[config.mk]
export PLATFORM = sky130hd
export DESIGN_NAME = mem_bus_arbiter
export DESIGN_NICKNAME = d
export VERILOG_FILES = /design/src/rtl/mem_bus_arbiter.sv
export SDC_FILE = /design/constraint.sdc
export NUM_CORES = 1
export LEC_CHECK = 0
export BUFFER_PORTS_ARGS = -buffer_cell sky130_fd_sc_hd__buf_2
export CAP_MARGIN = 20
export CORE_AREA = 2 2 65 67
export CTS_CLUSTER_DIAMETER = 50
export CTS_CLUSTER_SIZE = 40
export DETAILED_ROUTE_END_ITERATION = 8
export DIE_AREA = 0 0 67 69
export PLACE_DENSITY = 0.77
export SLEW_MARGIN = 40
export SYNTH_ARGS = -nofsm -noshare
export SYNTH_HDL_FRONTEND = slang
export SYNTH_SLANG_ARGS = --single-unit
[constraint.sdc]
create_clock -name clk -period 2.3 [get_ports clk]
set_input_delay 0.69 -clock clk [delete_from_list [all_inputs] [get_ports clk]]
set_output_delay 0.69 -clock clk [all_outputs]
set_load 0.1 [all_outputs]
[src/rtl/mem_bus_arbiter.sv]
// mem_bus_arbiter
// Shares the single ROM/RAM/keyboard memory bus between the CPU and the
// video fetch engine. VID has fixed priority, and a saturating wait counter
// lets a repeatedly losing CPU request win once it has lost CPU_MAX_WAIT
// contested cycles.
//
// Pipeline, at most one access per cycle:
//   cycle N   : arbitration on the eligible requests
//   cycle N+1 : memStrobe with the winner's address/write/data, winner's ack
//   cycle N+2 : winner's ReadValid for a read, with memDataRead

module mem_bus_arbiter #(
   parameter int ADDR_BITS    = 16,
   parameter int DATA_BITS    = 8,
   parameter int CPU_MAX_WAIT = 3
) (
   input  logic                 clk,
   input  logic                 reset,

   input  logic                 cpuReq,
   input  logic [ADDR_BITS-1:0] cpuAddr,
   input  logic                 cpuWrite,
   input  logic [DATA_BITS-1:0] cpuDataWrite,
   output logic                 cpuAck,
   output logic                 cpuReadValid,
   output logic [DATA_BITS-1:0] cpuReadData,

   input  logic                 vidReq,
   input  logic [ADDR_BITS-1:0] vidAddr,
   input  logic                 vidWrite,
   input  logic [DATA_BITS-1:0] vidDataWrite,
   output logic                 vidAck,
   output logic                 vidReadValid,
   output logic [DATA_BITS-1:0] vidReadData,

   output logic [ADDR_BITS-1:0] memAddr,
   output logic                 memStrobe,
   output logic                 memWrite,
   output logic [DATA_BITS-1:0] memDataWrite,
   input  logic [DATA_BITS-1:0] memDataRead
);

   // Four bits cover the whole legal CPU_MAX_WAIT range of 1..15.
   localparam int WAIT_BITS = 4;
   localparam logic [WAIT_BITS-1:0] WAIT_LIMIT = WAIT_BITS'(CPU_MAX_WAIT);

   logic [WAIT_BITS-1:0] waitCount;
   logic                 cpuEligible;
   logic                 vidEligible;
   logic                 cpuStarved;
   logic                 cpuGrant;
   logic                 vidGrant;

   // Arbitration: a requester whose ack is high this cycle is presenting a
   // stale request, so it sits out. VID wins ties unless the CPU has waited
   // long enough.
   always_comb begin
      cpuEligible = cpuReq & ~cpuAck;
      vidEligible = vidReq & ~vidAck;
      cpuStarved  = (waitCount >= WAIT_LIMIT);
      vidGrant    = vidEligible & ~(cpuEligible & cpuStarved);
      cpuGrant    = cpuEligible & ~vidGrant;
   end

   // Bus stage: register the winner onto the bus and ack it; with no winner
   // the strobe drops and the bus fields keep their previous values.
   always_ff @(posedge clk) begin
      if (reset) begin
         memStrobe    <= 1'b0;
         memWrite     <= 1'b0;
         memAddr      <= '0;
         memDataWrite <= '0;
         cpuAck       <= 1'b0;
         vidAck       <= 1'b0;
      end else begin
         memStrobe <= cpuGrant | vidGrant;
         cpuAck    <= cpuGrant;
         vidAck    <= vidGrant;
         if (cpuGrant) begin
            memAddr      <= cpuAddr;
            memWrite     <= cpuWrite;
            memDataWrite <= cpuDataWrite;
         end else if (vidGrant) begin
            memAddr      <= vidAddr;
            memWrite     <= vidWrite;
            memDataWrite <= vidDataWrite;
         end
      end
   end

   // Read-return stage: the ack of the current strobe identifies the owner of
   // the data the synchronous memories will present next cycle.
   always_ff @(posedge clk) begin
      if (reset) begin
         cpuReadValid <= 1'b0;
         vidReadValid <= 1'b0;
      end else begin
         cpuReadValid <= cpuAck & ~memWrite;
         vidReadValid <= vidAck & ~memWrite;
      end
   end

   // Starvation guard: count contested cycles lost by the CPU, saturating at
   // the limit, and start over whenever the CPU gets the bus.
   always_ff @(posedge clk) begin
      if (reset) begin
         waitCount <= '0;
      end else if (cpuGrant) begin
         waitCount <= '0;
      end else if (cpuEligible && vidGrant && (waitCount < WAIT_LIMIT)) begin
         waitCount <= waitCount + 1'b1;
      end
   end

   // Both requesters see the decoded read data directly; only the owner's
   // valid makes it meaningful.
   always_comb begin
      cpuReadData = memDataRead;
      vidReadData = memDataRead;
   end

endmodule

# --- Word level (Yosys, flattened, before mapping) ---
# Cells that the tools add are included.
totals:
  ff_bits: 34
  input_bits: 62
  out_inout_bits: 46
  word_cells: 35
op_classes:
  addsub: 1
  n_lt_le_gt_ge: 2
  muxes: 6
  bitwise_logic: 13
  reduce_logical: 4
op_table:
  columns: ["op", "count"]
  rows:
  - ["$mux 16", 2]
  - ["$mux 8", 2]
  - ["$and 1x1->1", 7]
  - ["$not 1->1", 5]
  - ["$add 4x1->4 const B", 1]
  - ["$ge 4x2->1 const B", 1]
  - ["$lt 4x2->1 const B", 1]
  - ["$logic_and 1x1->1", 2]
  - ["$mux 1", 2]
  - ["$reduce_bool 2->1", 1]
  - ["$reduce_or 2->1", 1]
  - ["$or 1x1->1", 1]

# --- Logic depth before layout (Yosys ltp) ---
# Gate-level depths: netlist (run 1).
depth:
  word_depth: 8
  mapped_depth: 6
  ltp_nobuf: 4

# --- Worst setup path after synthesis (run 1) ---
# Ideal clock, no wire load.
synth_timing:
  path_type: "flip-flop to flip-flop"
  startpoint: "register cpuAck"
  endpoint: "register memAddr[10]"
  setup_ps: 62
  arrival_ps: 2068
  required_time_ps: 2238
  path_slack_ps: 170
  stages_incl_launch_ff: 6
  n_path_buf: 2
  synth_period_minus_slack_ps: 2130
  path_cell_list: "dfxtp_1 > nor2b_1 > clkbuf_1 > nor3_1 > clkbuf_1 > a221o_1"
synth_between:
  elab_chain_cells: 8
  elab_cells_between_ends: 9
  classes_between: "mux: 1; bitwise: 7; reduce/logical: 1"
synth_lines:
  columns: ["item", "line", "source"]
  rows:
  - ["from (decl)", "24", "output logic cpuAck,"]
  - ["from (signal assigned)", "77", "cpuAck <= cpuGrant;"]
  - ["$not 1->1 *", "58", "cpuEligible = cpuReq & ~cpuAck;"]
  - ["$and 1x1->1 *", "58", null]
  - ["$and 1x1->1", "61", "vidGrant = vidEligible & ~(cpuEligible & cpuStarved);"]
  - ["$not 1->1", "61", null]
  - ["$and 1x1->1", "61", null]
  - ["$not 1->1", "62", "cpuGrant = cpuEligible & ~vidGrant;"]
  - ["$and 1x1->1", "62", null]
  - ["$mux 16 / $reduce_bool 2->1 (equally long branches)", null, null]
  - ["to (signal assigned)", "80", "memAddr <= cpuAddr;"]
  - ["to (signal assigned)", "84", "memAddr <= vidAddr;"]
  - ["to (decl)", "36", "output logic [ADDR_BITS-1:0] memAddr,"]
# Mark *: on every way between the ends. The rest lies on a longest branch, timed or not.
# A chain may end at the register's enable or synchronous reset.

# --- Worst setup path after layout (run 1) ---
layout_timing:
  startpoint: "register waitCount[0]"
  endpoint: "register memAddr[10]"
layout_between:
  elab_chain_cells: 7
  elab_cells_between_ends: 8
  classes_between: "order compare: 1; mux: 1; bitwise: 5; reduce/logical: 1"
layout_lines:
  columns: ["item", "line", "source"]
  rows:
  - ["from (decl)", "47", "logic [WAIT_BITS-1:0] waitCount;"]
  - ["from (signal assigned)", "111", "waitCount <= waitCount + 1'b1;"]
  - ["$ge 4x2->1 *", "60", "cpuStarved = (waitCount >= WAIT_LIMIT);"]
  - ["$and 1x1->1 *", "61", null]
  - ["$not 1->1 *", "61", null]
  - ["$and 1x1->1 *", "61", null]
  - ["$not 1->1", "62", null]
  - ["$and 1x1->1", "62", null]
  - ["$mux 16 / $reduce_bool 2->1 (equally long branches)", null, null]
# Marked as above.

==> results of run 1 <==
## cells in the mapped netlist
library cell  count
a221o_1          25
clkbuf_1          9
nand2b_1          2
o311a_1          22
nor2_1            1
and2_1            2
nor2b_1           2
nor4b_1           3
nand2_1           2
a21oi_1           3
or4_1             1
nor3b_1           3
nor3_1            2
dfxtp_1          34
a21boi_0          1
ha_1              1
nand4_1           1
or3_1             1
buf_4            16
buf_6             5
a211oi_4          1
## report_power, final
part | switching (W) | internal [W] | total (W)
Sequential | 0.0000250 | 0.000635 | 0.000660
Combinational | 0.000413 | 0.000116 | 0.000529
Clock | 0.000204 | 0.000241 | 0.000445
Total | 0.000642 | 0.000992 | 0.00163
## metal layers
layer	vias up	share of wire
li1	680	-
met1	641	0.44
met2	59	0.46
met3	11	0.067
met4	0	0.027
met5	-	0
## state kept, by name, indices dropped and copies added, names as in the netlist
register      cells
memAddr          16
memDataWrite      8
waitCount         4
cpuAck            1
cpuReadValid      1
memStrobe         1
memWrite          1
vidAck            1
vidReadValid      1
## area by class of cell
class                           instances  area (um^2)  area share
Sequential cell                        34        680.7      0.3476
Multi-Input combinational cell         73        663.1      0.3387
Timing Repair Buffer                   89        460.4      0.2351
Clock buffer                            7        86.33     0.04409
Tap cell                               50        62.56     0.03195
Clock inverter                          1        5.005    0.002556
## through the flow
stage               area, um^2  hold slack [ns]  cells
floorplan                 1544           0.4400    137
finish                    1958           0.4651    254
global placement          1859           0.4477    245
CTS                       1958           0.4699    254
detailed placement        1867           0.4580    246
global route              1958           0.4807    254
## worst min-delay path by stage
| stage | to | slack, ns | cells after the start |
|---|---|---|---|
| finish | waitCount[1]$_SDFFE_PP0P_ | 0.47 | 2 |
| global route | waitCount[1]$_SDFFE_PP0P_ | 0.48 | 2 |
| global placement | waitCount[1]$_SDFFE_PP0P_ | 0.45 | 2 |
| CTS | cpuReadValid$_SDFF_PP0_ | 0.47 | 1 |
| detailed placement | cpuReadValid$_SDFF_PP0_ | 0.46 | 1 |
| floorplan | waitCount[1]$_SDFFE_PP0P_ | 0.44 | 2 |
## cells by family (layout without fill, tap and decap cells)
kind of cell / after synthesis / in the layout / synth area share
AND/OR/NAND/NOR: 20 / 20 / 0.08266
flip-flops: 34 / 34 / 0.4408
buffers and inverters: 30 / 97 / 0.1361
AO/OA/AOI/OAI: 52 / 52 / 0.3323
adder cells (fa/ha/maj): 1 / 1 / 0.008102
## worst register-to-register path, delay by kind of cell (launching register included)
family                   cells  cell delay [ns]
buffers and inverters        1             0.31
AND/OR/NAND/NOR              1             0.37
AO/OA/AOI/OAI                2             0.74
flip-flops                   1             0.32
adder cells (fa/ha/maj)      1             0.20
==> run_results.csv, run 1 <==
group,metric,value,unit
cts,cts_tree,"done",
setup_path,critPathMaxStageDelay,0.57,ns
synthesis,ys_top_cells_by_area,"dfxtp_1 (44%), a221o_1 (16%), o311a_1 (14%)",
die,die_w,67,um
cts,cts_root_buffer,"clkbuf_8",
placement,dp_slack,0.2654,ns
die,core-area,3914,um^2
setup_path,crit_start,"waitCount[0]$_SDFFE_PP0P_",
global_route,grt_first_pass_wirelength,6244,um
cts,cts_max_path_buffers,2,
placement,port_buffers,83,
setup_path,cp.depth,5,
synthesis,syn_inst,137,
die,row_count,23,
cells_and_area,layout-drive-gt1-share,0.4853,
synthesis,yosysTopAreaCell,"dfxtp_1",
setup_path,reg2reg_depth,5,
timing,rsz0062_at_grt,"no",
setup_path,worstSetupStartpointType,"flop",
global_route,grt_usage,0.1739,
placement,routabilityCongestion,0.7316,
cts,clkTransAtPathRegs,0.06,ns
cts,cts.sinks,34,
cells_and_area,fillCellCount,384,
cells_and_area,final_common_cell,"buf_2",
cells_and_area,layout_common_cells,"buf_2 (83), dfxtp_1 (34), a221o_1 (25)",
die,die-area,4623,um^2
cts,cts_resized,0,
power_and_ir_drop,power,0.001634,W
global_route,gr-total-overflow,0,
synthesis,synth.ff_latch_count,34,
cells_and_area,nets,266,
cells_and_area,area.growth.synth_to_final,26.82,%
timing,fmax,0.5017,GHz
route,vias,1391,
cells_and_area,antenna_cells,0,
cts,h-tree-depth,2,
synthesis,synth_top_area_frac,0.4408,
synthesis,synth.net_count,200,
outcome,status,"completed",
route,post_drt_via_cell_ratio,5.476,
synthesis,syn_area,1544,um^2
power_and_ir_drop,ir_drop,0.0004016,V
min_path,hold_class,"flop to flop",
setup_path,slowest_stage,"a211oi_4",
route,wl,3920,um
global_route,top_usage_layer,"met2",
timing,min_period,1.993,ns
timing,drv_slew,0,
placement,hpwl,2793,um
global_route,grt_pass1_vias,1294,
timing,finalSetupViolations,0,
synthesis,yosysSeqAreaShare,0.4408,
min_path,worstHoldStart,"waitCount[1]$_SDFFE_PP0P_",
die,io_pins,108,
timing,post-route-period-util,0.8666,
global_route,grt_util_met2,0.2607,
setup_path,r2r_end,"memAddr[10]$_SDFFE_PP0P_",
cts,clock_latency,0.28,ns
timing,relSlewSlack,0.6187,
setup_path,crit_path_end,"memAddr[10]$_SDFFE_PP0P_",
setup_path,reg2reg_setup_slack,0.31,ns
power_and_ir_drop,leakagePower,0.9639,nW
cts,cts_buffers,5,
route,drtAntennaViolNets,0,
timing,hold_viol_final,0,
setup_path,regToRegStartpoint,"waitCount[0]$_SDFFE_PP0P_",
global_route,grt.met3_usage,0.04241,
route,drcViolationCount,0,
synthesis,yosysWarnings,0,
route,drt_iter0_markers,66,
synthesis,synth_area_per_cell,11.27,um^2
timing,tns,0,ns
setup_path,critical_path_buf_inv_count,1,
setup_path,cp_cell_sequence,"ha_1, or3_1, a211oi_4, buf_4, a221o_1",
timing,worst_slew_pin_slew,0.5701,ns
cells_and_area,fin_util,0.5003,
power_and_ir_drop,power_density,834.4,nW/um^2
setup_path,critPathArrivalTime,2.22,ns
die,die_y,69,um
setup_path,cp_max_fo,14,
die,start_util,0.3945,
global_route,grt_max_degree,25,
route,first_pass_iters,4,
setup_path,cp_data_required_time,2.53,ns
route,wl_per_cell,15.43,um
setup_path,end_kind,"flop",
global_route,grt_util_met1,0.2263,
synthesis,synthDistinctLibCells,21,
timing,skew,0.007419,ns
cts,postCtsSetupBuffers,0,
job,cap_violations,0,
setup_path,crit_family,"compound AO/OA/AOI/OAI gates",
timing,fin_ws,0.3069,ns
global_route,antenna_found_initial,0,
cts,hold_buffers,0,
setup_path,path_class,"flop to flop",
No activity file was read; power rests on OpenSTA's default activity.
==> run 2, diff against run 1 <==
PLACE_DENSITY = unset   (was 0.77)
PLACE_DENSITY_LB_ADDON = 0.3   (was unset)
==> run_results.csv, run 2 (synthesis gave the netlist of run 1 again) <==
group,metric,value,unit
die,die-area,4623,um^2
global_route,gr-total-overflow,0,
timing,finalSetupViolations,0,
route,wl,4234,um
die,core-area,3914,um^2
timing,relSlewSlack,0.6723,
cells_and_area,area.growth.synth_to_final,28.77,%
route,drtAntennaViolNets,0,
route,wl_per_cell,16.54,um
placement,dp_slack,0.3822,ns
setup_path,r2r_end,"memDataWrite[3]$_SDFFE_PP0P_",
route,first_pass_iters,4,
placement,routabilityCongestion,0.7438,
cts,hold_buffers,0,
route,vias,1453,
setup_path,crit_path_end,"cpuAck",
cts,cts_resized,0,
cts,clkTransAtPathRegs,0.06,ns
setup_path,cp.depth,1,
timing,post-route-period-util,0.8006,
timing,fin_ws,0.4585,ns
cells_and_area,antenna_cells,0,
power_and_ir_drop,power,0.001716,W
setup_path,crit_start,"cpuAck$_SDFF_PP0_",
timing,worst_slew_pin_slew,0.4949,ns
job,cap_violations,0,
cts,cts_root_buffer,"clkbuf_8",
timing,min_period,1.841,ns
global_route,antenna_found_initial,0,
die,row_count,23,
setup_path,worstSetupStartpointType,"flop",
setup_path,regToRegStartpoint,"waitCount[0]$_SDFFE_PP0P_",
outcome,status,"completed",
cts,postCtsSetupBuffers,0,
setup_path,crit_family,"buffers and inverters",
cells_and_area,layout-drive-gt1-share,0.4854,
route,post_drt_via_cell_ratio,5.676,
min_path,hold_class,"flop to flop",
route,drcViolationCount,0,
die,die_y,69,um
setup_path,cp_data_required_time,1.61,ns
global_route,grt_first_pass_wirelength,6844,um
timing,hold_viol_final,0,
global_route,grt_pass1_vias,1493,
cells_and_area,nets,268,
die,start_util,0.3945,
cells_and_area,largest_reg_flops,16,
power_and_ir_drop,leakagePower,0.9787,nW
cts,cts_max_path_buffers,2,
cells_and_area,largestRegisters,"memAddr x16, memDataWrite x8, waitCount x4",
setup_path,path_class,"flop to output port",
setup_path,critPathArrivalTime,1.15,ns
setup_path,reg2reg_setup_slack,0.47,ns
cts,cts_buffers,5,
global_route,grt_max_degree,25,
setup_path,slowest_stage,"buf_2",
cts,cts.sinks,34,
timing,rsz0062_at_grt,"no",
power_and_ir_drop,power_density,863.0,nW/um^2
cells_and_area,final_common_cell,"buf_2",
die,io_pins,108,
setup_path,critPathMaxStageDelay,0.46,ns
route,drt_iter0_markers,76,
cts,cts_tree,"done",
setup_path,cp_max_fo,5,
timing,drv_slew,0,
setup_path,cp_cell_sequence,"buf_2",
setup_path,end_kind,"output port",
cells_and_area,final_cell_area,1988,um^2
cells_and_area,layout_common_cells,"buf_2 (83), dfxtp_1 (34), a221o_1 (25)",
cells_and_area,top_register,"memAddr",
setup_path,critical_path_buf_inv_count,1,
cells_and_area,fin_util,0.5080,
timing,tns,0,ns
cts,h-tree-depth,2,
timing,skew,0.002647,ns
placement,port_buffers,83,
setup_path,reg2reg_depth,6,
die,die_w,67,um
power_and_ir_drop,ir_drop,0.0004197,V
placement,placed_cell_area,1882,um^2
timing,fmax,0.5430,GHz
placement,hpwl,3141,um
global_route,grt_usage,0.1860,
cts,clock_latency,0.28,ns
[run 2: cell count changes in the layout (fill, tap and decap cells not counted), sizes merged]
cell	delta
buf	+2
bufinv	+1
clkinv	-1
[run 2: how the worst min path moves through the flow]
stage	start	endpoint	slack [ns]	cells after the start
final	memWrite$_SDFFE_PP0P_	vidReadValid$_SDFF_PP0_	0.47	1
after global routing	memAddr[14]$_SDFFE_PP0P_	memAddr[14]$_SDFFE_PP0P_	0.50	1
after CTS	memWrite$_SDFFE_PP0P_	vidReadValid$_SDFF_PP0_	0.47	1
after detailed placement	waitCount[3]$_SDFFE_PP0P_	waitCount[3]$_SDFFE_PP0P_	0.46	1
after global placement	waitCount[1]$_SDFFE_PP0P_	waitCount[1]$_SDFFE_PP0P_	0.45	2
after floorplan	waitCount[1]$_SDFFE_PP0P_	waitCount[1]$_SDFFE_PP0P_	0.44	2
[run 2: stage by stage]
step / hold WS, ns / instances
after floorplan: 0.4400 / 137
after global placement: 0.4518 / 248
after detailed placement: 0.4634 / 248
after CTS: 0.4740 / 256
after global routing: 0.5039 / 256
final: 0.4691 / 256
[run 2: cell type report]
cell class | instances | area, um^2
tap | 50 | 62.56
fill | 383 | 1926
sequential | 34 | 680.7
clock inverter | 1 | 30.03
timing repair buffer | 91 | 475.5
multi-input combinational | 73 | 663.1
clock buffer | 7 | 76.32
[run 2: where the power goes]
| part | internal (W) | switching (W) |
|---|---|---|
| Clock | 0.000324 | 0.000197 |
| Sequential | 0.000635 | 0.0000251 |
| Combinational | 0.000118 | 0.000417 |
| Total | 0.00108 | 0.000639 |
[run 2: per-layer routing]
metal / global-route usage / wire length (um) / up-vias / share of wire
li1: - / - / 684 / -
met1: 0.2155 / 1736 / 704 / 0.41
met2: 0.3223 / 2159 / 59 / 0.51
met3: 0.05710 / 298 / 6 / 0.070
met4: 0.05215 / 40 / 0 / 0.0094
met5: 0 / 0 / - / 0
